### config.mk
export PLATFORM = sky130hd
export DESIGN_NAME = nebula_credit_rx_buffer
export DESIGN_NICKNAME = d
export VERILOG_FILES = /design/src/rtl/nebula_credit_rx_buffer.sv
export SDC_FILE = /design/constraint.sdc
export NUM_CORES = 1
export LEC_CHECK = 0
export CORE_ASPECT_RATIO = 1.25
export CORE_MARGIN = 2
export CORE_UTILIZATION = 54
export DETAILED_ROUTE_END_ITERATION = 16
export PLACE_DENSITY = 0.85
export SYNTH_ARGS = -nofsm -noshare
export SYNTH_HDL_FRONTEND = slang
export SYNTH_SLANG_ARGS = --single-unit
### constraint.sdc
create_clock -name clk -period 2.2 [get_ports clk]
set_input_delay 0.33 -clock clk [delete_from_list [all_inputs] [get_ports clk]]
set_output_delay 0.33 -clock clk [all_outputs]
set_load 0.02 [all_outputs]
### src/rtl/nebula_credit_rx_buffer.sv
// Receive-side credit-controlled flit buffer for one VC; NEBULA_RX_HWM_EN adds a high-water register.
// Latency: push visible on out_valid the next cycle; credit_return is pop delayed by one cycle.
// Backpressure: out_ready stalls the head; the link has no ready, so a write while full without a pop is dropped and flagged.
module nebula_credit_rx_buffer #(
    parameter int FLIT_WIDTH = 32,
    parameter int DEPTH      = 4,
    parameter int CNT_WIDTH  = $clog2(DEPTH + 1)
) (
    input  logic                  clk,
    input  logic                  rst,
    input  logic                  in_valid,
    input  logic [FLIT_WIDTH-1:0] in_flit,
    output logic                  out_valid,
    output logic [FLIT_WIDTH-1:0] out_flit,
    input  logic                  out_ready,
    output logic                  credit_return,
    output logic [CNT_WIDTH-1:0]  occupancy,
    output logic                  overflow_err,
    output logic [CNT_WIDTH-1:0]  high_water
);
    localparam int PTR_W = (DEPTH > 1) ? $clog2(DEPTH) : 1;

    logic [FLIT_WIDTH-1:0] mem [DEPTH];
    logic [PTR_W-1:0]      head;
    logic [PTR_W-1:0]      tail;
    logic [CNT_WIDTH-1:0]  count;
    logic [CNT_WIDTH-1:0]  count_nxt;
    logic                  full;
    logic                  pop;
    logic                  push;

    // Explicit wrap so non-power-of-two depths work.
    function automatic logic [PTR_W-1:0] ptr_inc(input logic [PTR_W-1:0] p);
        return (p == PTR_W'(DEPTH - 1)) ? '0 : p + PTR_W'(1);
    endfunction

    assign full      = (count == CNT_WIDTH'(DEPTH));
    assign out_valid = (count != '0);
    assign pop       = out_valid && out_ready;
    assign push      = in_valid && (!full || pop);
    assign occupancy = count;
    assign out_flit  = out_valid ? mem[head] : '0;

    always_comb begin
        count_nxt = count;
        case ({push, pop})
            2'b10:   count_nxt = count + CNT_WIDTH'(1);
            2'b01:   count_nxt = count - CNT_WIDTH'(1);
            default: count_nxt = count;
        endcase
    end

    always_ff @(posedge clk) begin
        if (rst) begin
            head          <= '0;
            tail          <= '0;
            count         <= '0;
            credit_return <= 1'b0;
            overflow_err  <= 1'b0;
        end else begin
            if (push) tail <= ptr_inc(tail);
            if (pop)  head <= ptr_inc(head);
            count         <= count_nxt;
            credit_return <= pop;
            if (in_valid && full && !pop) overflow_err <= 1'b1;
        end
    end

    // Storage is deliberately not reset.
    always_ff @(posedge clk) begin
        if (!rst && push) mem[tail] <= in_flit;
    end

`ifdef NEBULA_RX_HWM_EN
    always_ff @(posedge clk) begin
        if (rst)
            high_water <= '0;
        else if (count_nxt > high_water)
            high_water <= count_nxt;
    end
`else
    assign high_water = '0;
`endif

endmodule

# ---- Word level (Yosys, flattened, before mapping)
# Memory sizes are Yosys's and may differ from the RTL's. A register that Yosys moved wholly into a read port is not among the register bits.
# Index checks and enable logic that the tools add are counted.
# Widths: inputs -> output; s select.
dict set report totals {
  ram_bits 128
  regBits 9
  input_bits 36
  memories 1
  elab_cells 34
}
dict set report classes {
  n_addsub 4
  reduce_logical 11
  n_mux 8
  n_eq_ne 5
}
# memory depth word_bits rd rd_ports_with_merged_regs write_ports line_no
set memory_table {}
lappend memory_table {mem 4 32 1 1 1 23} ;# logic [FLIT_WIDTH-1:0] mem [DEPTH];
# cell count
set ops {}
lappend ops {{$mux 32} 1}
lappend ops {{$mux 2} 4}
lappend ops {{$eq 2x2->1 const B} 3}
lappend ops {{$pmux 3 s2} 1}
lappend ops {{$logic_and 1x1->1} 5}
lappend ops {{$add 2x1->2 const B} 2}
lappend ops {{$add 3x1->3 const B} 1}
lappend ops {{$eq 3x3->1 const B} 1}
lappend ops {{$logic_not 1->1} 3}
lappend ops {{$reduce_bool 3->1} 1}
lappend ops {{$sub 3x1->3 const B} 1}
lappend ops {{$eq 2x1->1 const B} 1}
lappend ops {{$mux 1} 2}
lappend ops {{$reduce_bool 2->1} 1}
lappend ops {{$logic_or 1x1->1} 1}

# ---- Logic depth before layout (Yosys ltp)
dict set report depth {
  depth_word 7
  ltp_mapped 9
  mapped_depth_nobuf 7
}

# ---- Worst setup path after synthesis
# Ideal clock, no wire load.
dict set report synth_path {
  path_type {flip-flop to flip-flop}
  startpoint {register count[0] (netlist: occupancy[0])}
  endpoint {memory mem[3][0], enable pin}
  synth_period_minus_slack_ns 2.207
  path_buffers 1
  required_ns 1.808
  path_stages_with_launch 5
  t_arrival_ns 1.815
  setup_ns 0.392
  setup_slack_ns -0.007
  path_cell_list {dfxtp_1 > buf_2 > nor4b_4 > nor3_1 > and2_1}
}
dict set report synth_via {
  elab_chain_cells 7
}
# element line_no
set synth_lines {}
lappend synth_lines {{from (decl)} 26} ;# logic [CNT_WIDTH-1:0] count;
lappend synth_lines {{from (signal assigned)} 63} ;# count <= count_nxt;
lappend synth_lines {{$eq 3x3->1 / $reduce_bool 3->1 (equally long branches)} {37, 38}}
lappend synth_lines {{$logic_not 1->1 / $logic_and 1x1->1 (equally long branches)} {40, 39}}
lappend synth_lines {{$logic_or 1x1->1 *} 40} ;# assign push = in_valid && (!full || pop);
lappend synth_lines {{$logic_and 1x1->1 *} 40}
lappend synth_lines {{$logic_and 1x1->1 *} 71} ;# if (!rst && push) mem[tail] <= in_flit;
lappend synth_lines {{$mux 1 *} 71}
lappend synth_lines {{$mux 1 (not written as such) *} 71}
lappend synth_lines {{to (decl)} 23}
# Mark *: on every way between the ends. The rest lies on a longest branch, timed or not.

==> flow_summary.yaml <==
yosys:
  synth_cell_type_count: 40
  postSynthCellCount: 278
  mappedNetlistArea_um2: 5600
  yosysSeqAreaShare: 0.726
  ys_async_sr_fraction: 0
  synth.largest_area_cell: "edfxtp_1"
  ys.flop_type: "edfxtp_1"
  synth.avg_cell_area_um2: 20.1
  yosys_register_bits: 139
  synth.area.top_cells: "edfxtp_1, mux4_2, dfxtp_1"
  synth_top_area_frac: 0.686
  yosysWarnings: 0
  synth-edff-count: 128
routing:
  first_pass_iters: 4
  remaining_drc_errors: 0
  final_antenna_net_count: 0
  first_iter_violations: 232
  vias: 2920
  routed_wl_um: 11000
  viasPerCell: 5.55
  routedWlPerCell_um: 20.9
placement:
  port_buffers: 73
  place.gp.congestion: 0.730
  dp_hpwl_um: 6520
  place_area_um2: 6670
  dp.cells: 487
  dp_slack_ns: 0.00193
power:
  power_switching_mw: 1.80
  p_sw_frac: 0.249
  clockPowerShare: 0.383
  power_density_nw_per_um2: 999
  seq_power_share: 0.418
  irDropWorstVdd_mv: 0.719
  leakagePower_nw: 2.50
  finalPower_mw: 7.23
  internal-power_mw: 5.43
  combPwrFrac: 0.198
die:
  dieWidth_um: 95.1
  fp.dieArea_um2: 11200
  num_io_pins: 77
  initial_core_util: 0.554
  die_y_um: 118
  rows: 41
  core_um2: 10100
sta:
  hold_violations: 0
  grt_setup_unrepaired: "true"
  fin_crit_ns: 2.24
  setup_ws_ns: -0.0366
  slew_violations: 0
  skew_ns: 0.00753
  setup_viol: 10
  fmax_mhz: 447
  min_period_over_period: 1.02
outcome:
  status: "finished with violations"
  violations: "negative setup slack"
finish:
  nets: 426
  drive_above_1_share: 0.350
  design_area_um2: 7240
  finalNonFillerCells: 526
  syn_to_final_growth_pct: 29.3
  n_antenna_cell: 0
clock_network:
  path_clk_slew_ns: 0.06
  cts_tree: "yes"
  cts_buffer_depth: 2
  numCtsBuffers: 17
  htree_levels: 4
  clk_latency_ns: 0.42
  clock-sinks: 139
  root_buffer: "clkbuf_16"
setup_path:
  cp_slowest_cell: "mux4_2"
  worst_setup_path_end_kind: "primary output"
  critPathKind: "register to primary output"
  slowest_delay_ns: 0.50
  cp.arrival_ns: 1.91
  path_cells: "buf_6 -> clkbuf_16 -> mux4_2 -> nor2b_1 -> buf_2"
  cp_max_fo: 7
  startpoint_type: "register"
  cp.required_ns: 1.87
grt:
  globalRouteOverflowTotal: 0
  grt_usage: 0.212
  grt_pass1_vias: 3162
  grt_pass1_wl_um: 17100
  grt_max_degree: 33
  antenna_found_initial: 0
hold_path:
  hold_class: "register to register"
flow_run:
  maxCapViolations: 0
-- sequential cells by signal, summed over array words and instances (netlist names), named ones only --
register,flops
credit_return,1
head,2
mem,128
occupancy,3
overflow_err,1
tail,2
-- synthesized netlist by cell type (2+ instances only) --
cell,instances
mux4_2,30
inv_1,6
nand3_1,3
ha_1,5
nor2b_1,25
or3_1,2
nor2b_4,7
a21oi_1,6
o211ai_1,2
nand3b_1,2
edfxtp_1,128
nor2_1,5
o21ai_1,2
buf_12,3
mux4_1,2
dfxtp_1,11
buf_4,4
buf_2,9
nand2_1,2
and2_1,4
-- metrics by stage --
stage,util,hold WS [ns],TNS [ns]
after global routing,0.716,0.554,-0.919
after CTS,0.711,0.502,-1.05
after floorplan,-,0.429,0
after global placement,0.660,0.478,0
after detailed placement,0.660,0.485,0
final,0.716,0.487,-0.164
-- power by group through the flow --
stage | Combinational [mW] | Clock [mW] | Sequential (mW)
finish | 1.43 | 2.77 | 3.03
global route | 1.52 | 2.91 | 3.03
CTS | 1.38 | 2.79 | 3.03
detailed placement | 1.43 | 0 | 3.07
global placement | 1.41 | 0 | 3.07
floorplan | 0.839 | 0 | 3.07
-- final cells by class --
| cell class | instances | area (µm²) |
|---|---|---|
| Timing Repair Buffer | 103 | 1010 |
| Sequential cell | 139 | 4070 |
| Clock buffer | 18 | 429 |
| Fill cell | 588 | 2870 |
| Tap cell | 129 | 161 |
| Inverter | 7 | 26.3 |
| Clock inverter | 14 | 154 |
| Multi-Input combinational cell | 116 | 1380 |
-- worst max-delay path, delay by kind of cell (launching register included) --
family | cells | cell delay [ns]
multiplexers | 1 | 0.50
flip-flops | 1 | 0.42
AND/OR/NAND/NOR | 1 | 0.15
buffers and inverters | 3 | 0.42
-- timing repair --
action | 4_1_cts | 5_1_grt
endpoints found under the setup margin | 33 | 18
gates cloned | 0 | 1
endpoints found under the hold margin | 0 | 0
resized for setup | 99 | 39
buffers inserted | 3 | 3
pin swaps | 1 | 0
hold buffers | 0 | 0
-- cell usage in the layout (no fill, tap or decap), types with 4 or more instances in the layout --
cell / instances
buf_2: 15
buf_4: 15
dfxtp_1: 9
and2_2: 4
edfxtp_1: 128
buf_12: 12
nor2b_1: 23
buf_6: 7
nor2_1: 5
ha_1: 5
clkdlybuf4s50_1: 40
a21oi_1: 6
nor2b_4: 9
inv_1: 6
clkbuf_16: 18
mux4_2: 31
clkinv_1: 5
clkbuf_2: 10
-- kinds of logic after synthesis --
| family | synth area share |
|---|---|
| adder cells (fa/ha/maj) | 0.0147 |
| other | 0.000670 |
| XOR/XNOR | 0.00313 |
| AND/OR/NAND/NOR | 0.0735 |
| multiplexers | 0.132 |
| buffers and inverters | 0.0315 |
| AO/OA/AOI/OAI | 0.0188 |
| flip-flops | 0.726 |
-- worst paths after layout --
check | from | to | slack (ns) | depth (start not counted)
setup reg to reg | occupancy[2]$_SDFFE_PP0P_ | occupancy[1]$_SDFFE_PP0P_ | 0.28 | 9
hold / removal | overflow_err$_SDFFE_PP0P_ | overflow_err$_SDFFE_PP0P_ | 0.49 | 2
hold reg to reg | overflow_err$_SDFFE_PP0P_ | overflow_err$_SDFFE_PP0P_ | 0.49 | 2
setup / recovery | register | out_flit[17] | -0.04 | 5
-- layer usage --
layer / part of all wire / track usage
met5: 0 / 0
met4: 0.020 / 0.0716
met1: 0.37 / 0.259
met3: 0.051 / 0.0512
met2: 0.56 / 0.367
No activity file was read; power rests on OpenSTA's default activity.
==> edit (config.mk and constraints unchanged) <==
Put one more register stage on the output `overflow_err`, cleared by the reset. The value now appears one clock later. The other outputs are not delayed to match.
--- a/src/rtl/nebula_credit_rx_buffer.sv
+++ b/src/rtl/nebula_credit_rx_buffer.sv
@@ -19,6 +19,8 @@
     output logic [CNT_WIDTH-1:0]  high_water
 );
     localparam int PTR_W = (DEPTH > 1) ? $clog2(DEPTH) : 1;
+
+    logic overflow_err_s0;
 
     logic [FLIT_WIDTH-1:0] mem [DEPTH];
     logic [PTR_W-1:0]      head;
@@ -56,13 +58,13 @@
             tail          <= '0;
             count         <= '0;
             credit_return <= 1'b0;
-            overflow_err  <= 1'b0;
+            overflow_err_s0 <= 1'b0;
         end else begin
             if (push) tail <= ptr_inc(tail);
             if (pop)  head <= ptr_inc(head);
             count         <= count_nxt;
             credit_return <= pop;
-            if (in_valid && full && !pop) overflow_err <= 1'b1;
+            if (in_valid && full && !pop) overflow_err_s0 <= 1'b1;
         end
     end
 
@@ -82,5 +84,13 @@
     assign high_water = '0;
 `endif
 
+    always_ff @(posedge clk) begin
+        if (rst) begin
+            overflow_err <= '0;
+        end else begin
+            overflow_err <= overflow_err_s0;
+        end
+    end
+
 endmodule
 
Behaviour: not the same (Yosys sat finds a counterexample within 10 cycles, from zero or initial values and one cycle with rst high).
==> edit against the original RTL <==
Largest power group unchanged; critical path type unchanged; first-iteration DRC count decreased by 52%; largest cell class unchanged; clock power rose by 2%; utilization rose by 0.40 points; synthesized area increased by 0.47%; the run still ends with setup timing left; sequential cell count up 1; setup slack worse by 0.011 ns; final area up 0.55%; total power up 0.73%; wire length is 0.68% lower.
==> edit: results (changes against the original RTL) <==
| Metric | Value |
|---|---|
| Status | `finished, violations left (unchanged)` |
| Failing checks | `setup timing (unchanged)` |
| Worst Slack Setup Final | `-0.04744 ns (was -0.03662 ns)` |
| Complex-gate fraction of the synthesized area | `0.01868 (was 0.01877)` |
| Vias per std cell | `5.469 (was 5.551)` |
| Pin count of the biggest net entering global routing | `25 (was 33)` |
| Mapped Avg Cell Area | `20.09 um^2 (was 20.14 um^2)` |
| Post-synthesis adder-cell area fraction | `0.01468 (was 0.01475)` |
| Switching Share | `0.2370 (was 0.2486)` |
| Hold_sp | `overflow_err_s0$_SDFFE_PP0P_ (was overflow_err$_SDFFE_PP0P_)` |
| Met1 track demand over resource | `0.2430 (was 0.2587)` |
| Routed len/inst | `20.65 um (was 20.91 um)` |
| Post-Synth XOR/XNOR Area | `0.003114 (was 0.003128)` |
| Gr usage total | `0.2098 (was 0.2125)` |
| Worst-path maximum fanout | `6 (was 7)` |
| Worst Skew | `0.006523 ns (was 0.007529 ns)` |
| First-pass GRT wire length | `16700 um (was 17110 um)` |
| Min Hold Slack | `0.4748 ns (was 0.4868 ns)` |
| Final HPWL DP | `6493 um (was 6519 um)` |
| Setup TNS | `-0.1751 ns (was -0.1639 ns)` |
| Reg-to-Reg End | `occupancy[2]$_SDFFE_PP0P_ (was occupancy[1]$_SDFFE_PP0P_)` |
| DP Worst Slack | `0.05364 ns (was 0.001925 ns)` |
| WL met2 | `6087 um (was 6117 um)` |
| # placed instances | `491 (was 487)` |
| DR vias | `2893 (was 2920)` |
| VDD IR max | `0.7556 mV (was 0.7186 mV)` |
| R2r setup slk | `0.35 ns (was 0.28 ns)` |
| Comb power frac | `0.193 (was 0.198)` |
| Fillers | `584 (was 588)` |
| Mux contribution to synthesized area | `0.1312 (was 0.1318)` |
| Top cells by area, synth | `edfxtp_1 68%, mux4_2 12%, dfxtp_1 4.3% (was edfxtp_1 69%, mux4_2 12%, dfxtp_1 3.9%)` |
| # setup viols final | `7 (was 10)` |
| Vias in the first global route | `3087 (was 3162)` |
| # nets final | `429 (was 426)` |
| Hold Path Sink | `overflow_err$_SDFF_PP0_ (was overflow_err$_SDFFE_PP0P_)` |
| Leak | `2.525 nW (was 2.498 nW)` |
-- edit: changes by cell type after synthesis, sizes merged --
cell and change:
dfxtp +1, nor2b +1
-- edit: layout make-up --
cell class	instances	area, um^2	area share
well taps	129	161.4	0.02218
multi-input cells	117	1373	0.1886
repair buffers	104	1039	0.1427
flip-flops and latches	140	4089	0.5619
clock buffers	21	440.4	0.06052
clock inverters	11	148.9	0.02046
inverters	7	26.28	0.003611
-- edit: timing repair --
item                                    in CTS  in global routing
gates resized for setup                    108                 16
endpoints found under the setup margin      33                 28
endpoints found under the hold margin        0                  0
buffers inserted                             5                  0
cloned                                       1                  0
pin swaps                                    1                  0
-- edit: worst max path at each step --
stage	start	to	depth (start not counted)
floorplan	occupancy[0]$_SDFFE_PP0P_	occupancy[2]$_SDFFE_PP0P_	9
global placement	flop	out_flit[0]	4
detailed placement	flop	out_flit[18]	4
CTS	flop	out_flit[14]	4
global route	flop	out_flit[13]	4
finish	flop	out_flit[12]	4
